### src/rtl/seg_cnt_scan_if.sv
// Pin-level bundle for seg_cnt_scan: the control inputs and the counter/display outputs.
// The master drives the controls and the slave (the counter block) drives the counter and display outputs.
interface seg_cnt_scan_if #(
  parameter int DIGITS = 6
);
  logic                  en;
  logic                  mode;
  logic                  dir;
  logic                  load;
  logic [4*DIGITS-1:0]   load_val;
  logic [4*DIGITS-1:0]   num;
  logic                  carry;
  logic [DIGITS-1:0]     sel;
  logic [7:0]            seg;

  modport master (
    output en, mode, dir, load, load_val,
    input  num, carry, sel, seg
  );

  modport slave (
    input  en, mode, dir, load, load_val,
    output num, carry, sel, seg
  );
endinterface

### src/rtl/seg_cnt_scan.sv
// Hex/BCD up/down counter stepped by a prescaled tick, driving a multiplexed 7-seg display; outputs registered, 1-cycle latency.
// No backpressure (pins only). Define SEG_CNT_LZB_EN to blank leading-zero digits.
module seg_cnt_scan #(
  parameter int                DIGITS      = 6,
  parameter logic [4*DIGITS-1:0] INIT_VAL  = 'h1314,
  parameter int                INC_TIME    = 3_000_000,
  parameter int                STAY_TIME   = 50_000,
  parameter bit                SEL_ACT_LOW = 1'b1,
  parameter bit                SEG_ACT_LOW = 1'b1
) (
  input  logic          clk,
  input  logic          rst_n,
  seg_cnt_scan_if.slave bus
);
  localparam int W  = 4 * DIGITS;
  localparam int PW = (INC_TIME  > 1) ? $clog2(INC_TIME)  : 1;
  localparam int SW = (STAY_TIME > 1) ? $clog2(STAY_TIME) : 1;
  localparam int IW = (DIGITS    > 1) ? $clog2(DIGITS)    : 1;
  localparam logic [PW-1:0]     PRE_LAST  = PW'(INC_TIME - 1);
  localparam logic [SW-1:0]     SCAN_LAST = SW'(STAY_TIME - 1);
  localparam logic [IW-1:0]     IDX_LAST  = IW'(DIGITS - 1);
  localparam logic [DIGITS-1:0] SEL_OFF   = SEL_ACT_LOW ? {DIGITS{1'b1}} : {DIGITS{1'b0}};
  localparam logic [7:0]        SEG_OFF   = SEG_ACT_LOW ? 8'hFF : 8'h00;

  logic [W-1:0]      num_q, num_base, load_eff, num_step;
  logic              carry_q, tick, ripple;
  logic [3:0]        dig_max, cur_dig;
  logic [PW-1:0]     pre_q;
  logic [SW-1:0]     scan_q;
  logic [IW-1:0]     idx_q;
  logic [DIGITS-1:0] sel_q, sel_hot;
  logic [7:0]        seg_q, seg_hot;
  logic              blank;

  assign tick    = bus.en && (pre_q == PRE_LAST);
  assign dig_max = bus.mode ? 4'd9 : 4'd15;

  // Decimal mode forces out-of-range digits to 9, both on the held value and on loads.
  always_comb begin
    num_base = num_q;
    load_eff = bus.load_val;
    if (bus.mode) begin
      for (int i = 0; i < DIGITS; i++) begin
        if (num_q[4*i +: 4] > 4'd9)        num_base[4*i +: 4] = 4'd9;
        if (bus.load_val[4*i +: 4] > 4'd9) load_eff[4*i +: 4] = 4'd9;
      end
    end
  end

  // Single-cycle ripple: a digit only moves while every lower digit rolled over.
  always_comb begin
    num_step = num_base;
    ripple   = 1'b1;
    for (int i = 0; i < DIGITS; i++) begin
      if (ripple) begin
        if (!bus.dir) begin
          if (num_base[4*i +: 4] == dig_max) begin
            num_step[4*i +: 4] = 4'd0;
          end else begin
            num_step[4*i +: 4] = num_base[4*i +: 4] + 4'd1;
            ripple = 1'b0;
          end
        end else begin
          if (num_base[4*i +: 4] == 4'd0) begin
            num_step[4*i +: 4] = dig_max;
          end else begin
            num_step[4*i +: 4] = num_base[4*i +: 4] - 4'd1;
            ripple = 1'b0;
          end
        end
      end
    end
  end

  always_ff @(posedge clk or negedge rst_n) begin
    if (!rst_n) begin
      num_q   <= INIT_VAL;
      carry_q <= 1'b0;
      pre_q   <= '0;
    end else begin
      carry_q <= 1'b0;
      if (bus.load) begin
        num_q <= load_eff;
        pre_q <= '0;
      end else begin
        if (bus.en) pre_q <= tick ? '0 : pre_q + 1'b1;
        if (tick) begin
          num_q   <= num_step;
          carry_q <= ripple;
        end else begin
          num_q   <= num_base;
        end
      end
    end
  end

  function automatic logic [6:0] decode(input logic [3:0] d);
    case (d)
      4'h0: decode = 7'h3F;  4'h1: decode = 7'h06;  4'h2: decode = 7'h5B;  4'h3: decode = 7'h4F;
      4'h4: decode = 7'h66;  4'h5: decode = 7'h6D;  4'h6: decode = 7'h7D;  4'h7: decode = 7'h07;
      4'h8: decode = 7'h7F;  4'h9: decode = 7'h6F;  4'hA: decode = 7'h77;  4'hB: decode = 7'h7C;
      4'hC: decode = 7'h39;  4'hD: decode = 7'h5E;  4'hE: decode = 7'h79;  default: decode = 7'h71;
    endcase
  endfunction

`ifdef SEG_CNT_LZB_EN
  // Blank a digit when it and everything above it are zero; digit 0 is never blanked.
  assign blank = (idx_q != '0) && ((num_q >> {idx_q, 2'b00}) == '0);
`else
  assign blank = 1'b0;
`endif

  assign cur_dig = num_q[4*idx_q +: 4];
  assign sel_hot = {{(DIGITS-1){1'b0}}, 1'b1} << idx_q;
  assign seg_hot = blank ? 8'h00 : {1'b0, decode(cur_dig)};

  always_ff @(posedge clk or negedge rst_n) begin
    if (!rst_n) begin
      scan_q <= '0;
      idx_q  <= '0;
      sel_q  <= SEL_OFF;
      seg_q  <= SEG_OFF;
    end else begin
      if (scan_q == SCAN_LAST) begin
        scan_q <= '0;
        idx_q  <= (idx_q == IDX_LAST) ? '0 : idx_q + 1'b1;
      end else begin
        scan_q <= scan_q + 1'b1;
      end
      sel_q <= sel_hot ^ SEL_OFF;
      seg_q <= seg_hot ^ SEG_OFF;
    end
  end

  assign bus.num   = num_q;
  assign bus.carry = carry_q;
  assign bus.sel   = sel_q;
  assign bus.seg   = seg_q;
endmodule
### src/flat_wrapper.sv
// flat-port wrapper written by rule: the top's interface ports become plain ports
module seg_cnt_scan_flat 
#(
  parameter int                DIGITS      = 6,
  parameter logic [4*DIGITS-1:0] INIT_VAL  = 'h1314,
  parameter int                INC_TIME    = 3_000_000,
  parameter int                STAY_TIME   = 50_000,
  parameter bit                SEL_ACT_LOW = 1'b1,
  parameter bit                SEG_ACT_LOW = 1'b1
)
  (clk, rst_n, bus_en, bus_mode, bus_dir, bus_load, bus_load_val, bus_num, bus_carry, bus_sel, bus_seg);
  seg_cnt_scan_if #(.DIGITS(DIGITS)) bus_i ();
  input  logic clk;
  input  logic rst_n;
  input wire logic [$bits(bus_i.en)-1:0] bus_en;
  input wire logic [$bits(bus_i.mode)-1:0] bus_mode;
  input wire logic [$bits(bus_i.dir)-1:0] bus_dir;
  input wire logic [$bits(bus_i.load)-1:0] bus_load;
  input wire logic [$bits(bus_i.load_val)-1:0] bus_load_val;
  output wire logic [$bits(bus_i.num)-1:0] bus_num;
  output wire logic [$bits(bus_i.carry)-1:0] bus_carry;
  output wire logic [$bits(bus_i.sel)-1:0] bus_sel;
  output wire logic [$bits(bus_i.seg)-1:0] bus_seg;
  assign bus_i.en = bus_en;
  assign bus_i.mode = bus_mode;
  assign bus_i.dir = bus_dir;
  assign bus_i.load = bus_load;
  assign bus_i.load_val = bus_load_val;
  assign bus_num = bus_i.num;
  assign bus_carry = bus_i.carry;
  assign bus_sel = bus_i.sel;
  assign bus_seg = bus_i.seg;
  seg_cnt_scan #(.DIGITS(DIGITS), .INIT_VAL(INIT_VAL), .INC_TIME(INC_TIME), .STAY_TIME(STAY_TIME), .SEL_ACT_LOW(SEL_ACT_LOW), .SEG_ACT_LOW(SEG_ACT_LOW)) u_core (.clk(clk), .rst_n(rst_n), .bus(bus_i));
endmodule
### config.mk
export PLATFORM = sky130hd
export DESIGN_NAME = seg_cnt_scan_flat
export DESIGN_NICKNAME = d
export VERILOG_FILES = /design/src/rtl/seg_cnt_scan_if.sv /design/src/rtl/seg_cnt_scan.sv /design/src/flat_wrapper.sv
export SDC_FILE = /design/constraint.sdc
export NUM_CORES = 1
export LEC_CHECK = 0
export ABC_AREA = 1
export BUFFER_PORTS_ARGS = -buffer_cell sky130_fd_sc_hd__buf_2
export CAP_MARGIN = 20
export CORE_ASPECT_RATIO = 0.6
export CORE_UTILIZATION = 35
export DETAILED_ROUTE_END_ITERATION = 6
export RECOVER_POWER = 25
export SKIP_LAST_GASP = 1
export SYNTH_ARGS = -nofsm -noshare
export SYNTH_HDL_FRONTEND = slang
export SYNTH_SLANG_ARGS = --single-unit
### constraint.sdc
create_clock -name clk -period 2 [get_ports clk]
set_input_delay 0.4 -clock clk [delete_from_list [all_inputs] [get_ports clk]]
set_output_delay 0.4 -clock clk [all_outputs]
set_load 0.005 [all_outputs]
==> results.yml <==
outcome:
  outcome: "complete, but fails checks"
  violations: "design-rule violations, negative setup slack"
setup_path:
  crit_fanout: 4
  r2r_cells: 18
  crit_path_start_kind: "register"
  crit_arrival_ns: 2.38
  worstPathRequired_ns: 2.24
  rr_endpoint: "u_core.bus.num[19]$_DFF_PN0_"
  ff2ff_setup_slack_ns: -0.14
  r2r_start: "u_core.bus.num[7]$_DFF_PN0_"
  crit_path_end_kind: "register"
  critical_path_class: "reg -> reg"
finish:
  drive_above_1_share: 0.314
  multiInputGateArea_mm2: 0.00325
  syn2layout_area_growth_pct: 36.8
  antenna_cells: 0
  fillers: 1565
  final-seq-area_mm2: 0.00200
  nNetsFinal: 1061
cts:
  path_clk_slew_ns: 0.07
  worstSkewPairLatency_ns: 0.35
  cts_buffers: 9
  cts_num_sinks: 79
  clockBufferDepth: 2
  ctsHoldBuffers: 0
  cts_tree: "built"
  htreeDepth: 3
  cts_root_buf: "clkbuf_16"
logic_synthesis:
  synth_cells: 810
  synth_nets: 861
  synth_top_area_share: 0.271
  synthTopCellsByArea: "dfrtp_1 27%, nand2_1 12%, dfstp_2 8.4%"
  synth_edf_count: 0
  yosysWarnings: 0
  synthFlopType: "dfrtp_1"
  yosys.area.top_type: "dfrtp_1"
  synth.avg_cell_area_um2: 6.94
  yosys-top-cells-count: "184 x nand2_1, 119 x inv_1, 100 x nor2_1"
  yosysMostFrequentCell: "nand2_1"
  seq_area_frac_synth: 0.355
  synthArstFlopShare: 1.00
  ys_ff_latch: 79
  synth_cell_type_count: 48
  synth_area_mm2: 0.00563
floorplanning:
  die_w_um: 166
  die_h_um: 100
  core.rowCount: 35
  io-pin-count: 69
  initial_core_util: 0.363
  die_area_mm2: 0.0166
  core-area_mm2: 0.0155
route:
  num_vias: 5910
  finalWirelength_mm: 17.3
  drt_pass1_iterations: 7
  detail-route-antenna-nets: 0
  avgRoutedWirePerCell_um: 14.2
  drt_iter0_drc: 450
  drc: 8
  routed_via_density: 4.85
power_and_ir_drop:
  peakVddDrop_mv: 0.304
  p_leak_nw: 3.90
  p_per_area_mw_per_mm2: 636
placement:
  io_buffers: 67
  place_congestion: 0.916
  place_ws_ns: -0.310
  dpl.hpwl_mm: 13.5
sta:
  whs_ns: 0.129
  period_needed_ns: 2.14
  layout_setup_ws_ns: -0.136
  tightest_slew_ns: 0.838
  min_period_over_period: 1.07
  setup_violations: 12
  max_freq_mhz: 468
  hold_viol_final: 0
  slew_headroom: 0.441
  finalMaxSlewViolations: 0
  rsz0062_at_grt: "yes"
  fin_skew_ns: 0.00895
global_routing:
  track_usage: 0.214
  first_global_vias: 5375
  grt_pass1_wl_mm: 27.9
  antenna_found_initial: 0
  grt_overflow: 0
  grt_max_degree: 35
worst_hold_path:
  hold_class: "in -> async"
flow_run:
  cap_viol_max_count: 0
-- kinds of logic (layout without fill, tap and decap cells) --
kind of cell,after synthesis,after routing,share of synthesized area
DFF,79,79,0.355
adders and majority gates,21,21,0.0467
other,1,1,0.000667
buffers and inverters,142,347,0.101
and+or+nand+nor,412,412,0.326
AOI/OAI and AO/OA,134,134,0.138
xor gates and xnor gates,21,21,0.0327
-- cell type report --
cell class,count,share of cell area
Multi-Input combinational cell,589,0.423
Sequential cell,79,0.260
Clock buffer,9,0.0293
Inverter,125,0.0613
Clock inverter,7,0.0104
Timing Repair Buffer,206,0.183
Tap cell,203,0.0330
-- report_power, final --
part           internal (mW)  switching [mW]  leakage [nW]  total, mW
Sequential              1.70          0.0547         0.993       1.75
Clock                  0.986           0.746         0.148       1.73
Combinational          0.625           0.785          2.76       1.41
Total                   3.31            1.59          3.90       4.90
-- flip-flops by register name, summed over array words and instances (netlist names) --
register / cells
u_core.bus.num: 24
u_core.pre_q: 22
u_core.scan_q: 16
u_core.bus.seg: 7
u_core.bus.sel: 6
u_core.idx_q: 3
u_core.bus.carry: 1
-- cells in the final DEF (no fill, tap or decap), types with 4 or more instances in the layout --
cell type	count
buf_4	134
clkbuf_16	9
nor2_2	11
xor2_1	15
nand2_1	173
nor3_1	15
o21ai_0	55
nand3_1	61
o22ai_1	8
dfstp_2	18
a21oi_1	27
a31oi_1	4
nand2_4	5
buf_2	66
nand3_2	4
o21ai_1	9
nand4_1	18
o221ai_1	4
o211ai_1	7
nor2_1	91
xnor2_1	6
inv_1	110
inv_2	11
nand2_2	20
nor2_4	5
dfrtp_1	60
ha_1	17
-- worst max-delay path by stage --
| stage | from | to | cells past startpoint |
|---|---|---|---|
| after floorplan | bus_mode | u_core.bus.num[22]$_DFF_PN0_ | 18 |
| after global routing | u_core.bus.num[5]$_DFF_PN0_ | u_core.bus.num[13]$_DFF_PN0_ | 16 |
| after detailed placement | bus_mode | u_core.bus.num[22]$_DFF_PN0_ | 14 |
| final | u_core.bus.num[7]$_DFF_PN0_ | u_core.bus.num[19]$_DFF_PN0_ | 18 |
| after global placement | bus_mode | u_core.bus.num[14]$_DFF_PN0_ | 13 |
| after CTS | u_core.bus.num[5]$_DFF_PN0_ | u_core.bus.num[10]$_DFF_PN0_ | 15 |
-- critical path, cell delays in order (launching register included) --
cell	delay (ns)
dfrtp_1	0.43
nand2_4	0.08
inv_2	0.04
nand2_2	0.06
nand2_2	0.05
inv_2	0.08
ha_4	0.14
inv_4	0.04
nor3_4	0.20
nor2_2	0.08
a21oi_4	0.18
nand2_2	0.09
nor2_4	0.16
buf_4	0.14
nand2_4	0.05
inv_2	0.05
nand2_1	0.04
nand3_1	0.06
nand2_1	0.05
-- layer usage --
metal,wire length (um),GRT usage,part of all wire
met1,9660,0.348,0.56
met2,6280,0.275,0.36
met3,1220,0.0469,0.071
met4,109,0.0431,0.0063
met5,0,0,0
-- metrics by stage --
stage / instance area [um^2] / TNS (ns) / power (mW) / util / std cells
after floorplan: 5670 / -0.0528 / 2.44 / - / 810
after global placement: 7130 / -4.18 / 3.08 / 0.460 / 1191
after detailed placement: 7130 / -4.82 / 3.08 / 0.460 / 1191
after CTS: 7540 / -0.615 / 4.87 / 0.486 / 1213
after global routing: 7690 / -3.32 / 5.17 / 0.496 / 1218
final: 7690 / -1.11 / 4.90 / 0.496 / 1218
-- repair_timing --
item                       4_1_cts  5_1_grt
gates resized for setup         13       51
setup endpoints to repair       18       47
buffers inserted                 6        6
pin swaps                       13       12
No activity file was read; power rests on OpenSTA's default activity.
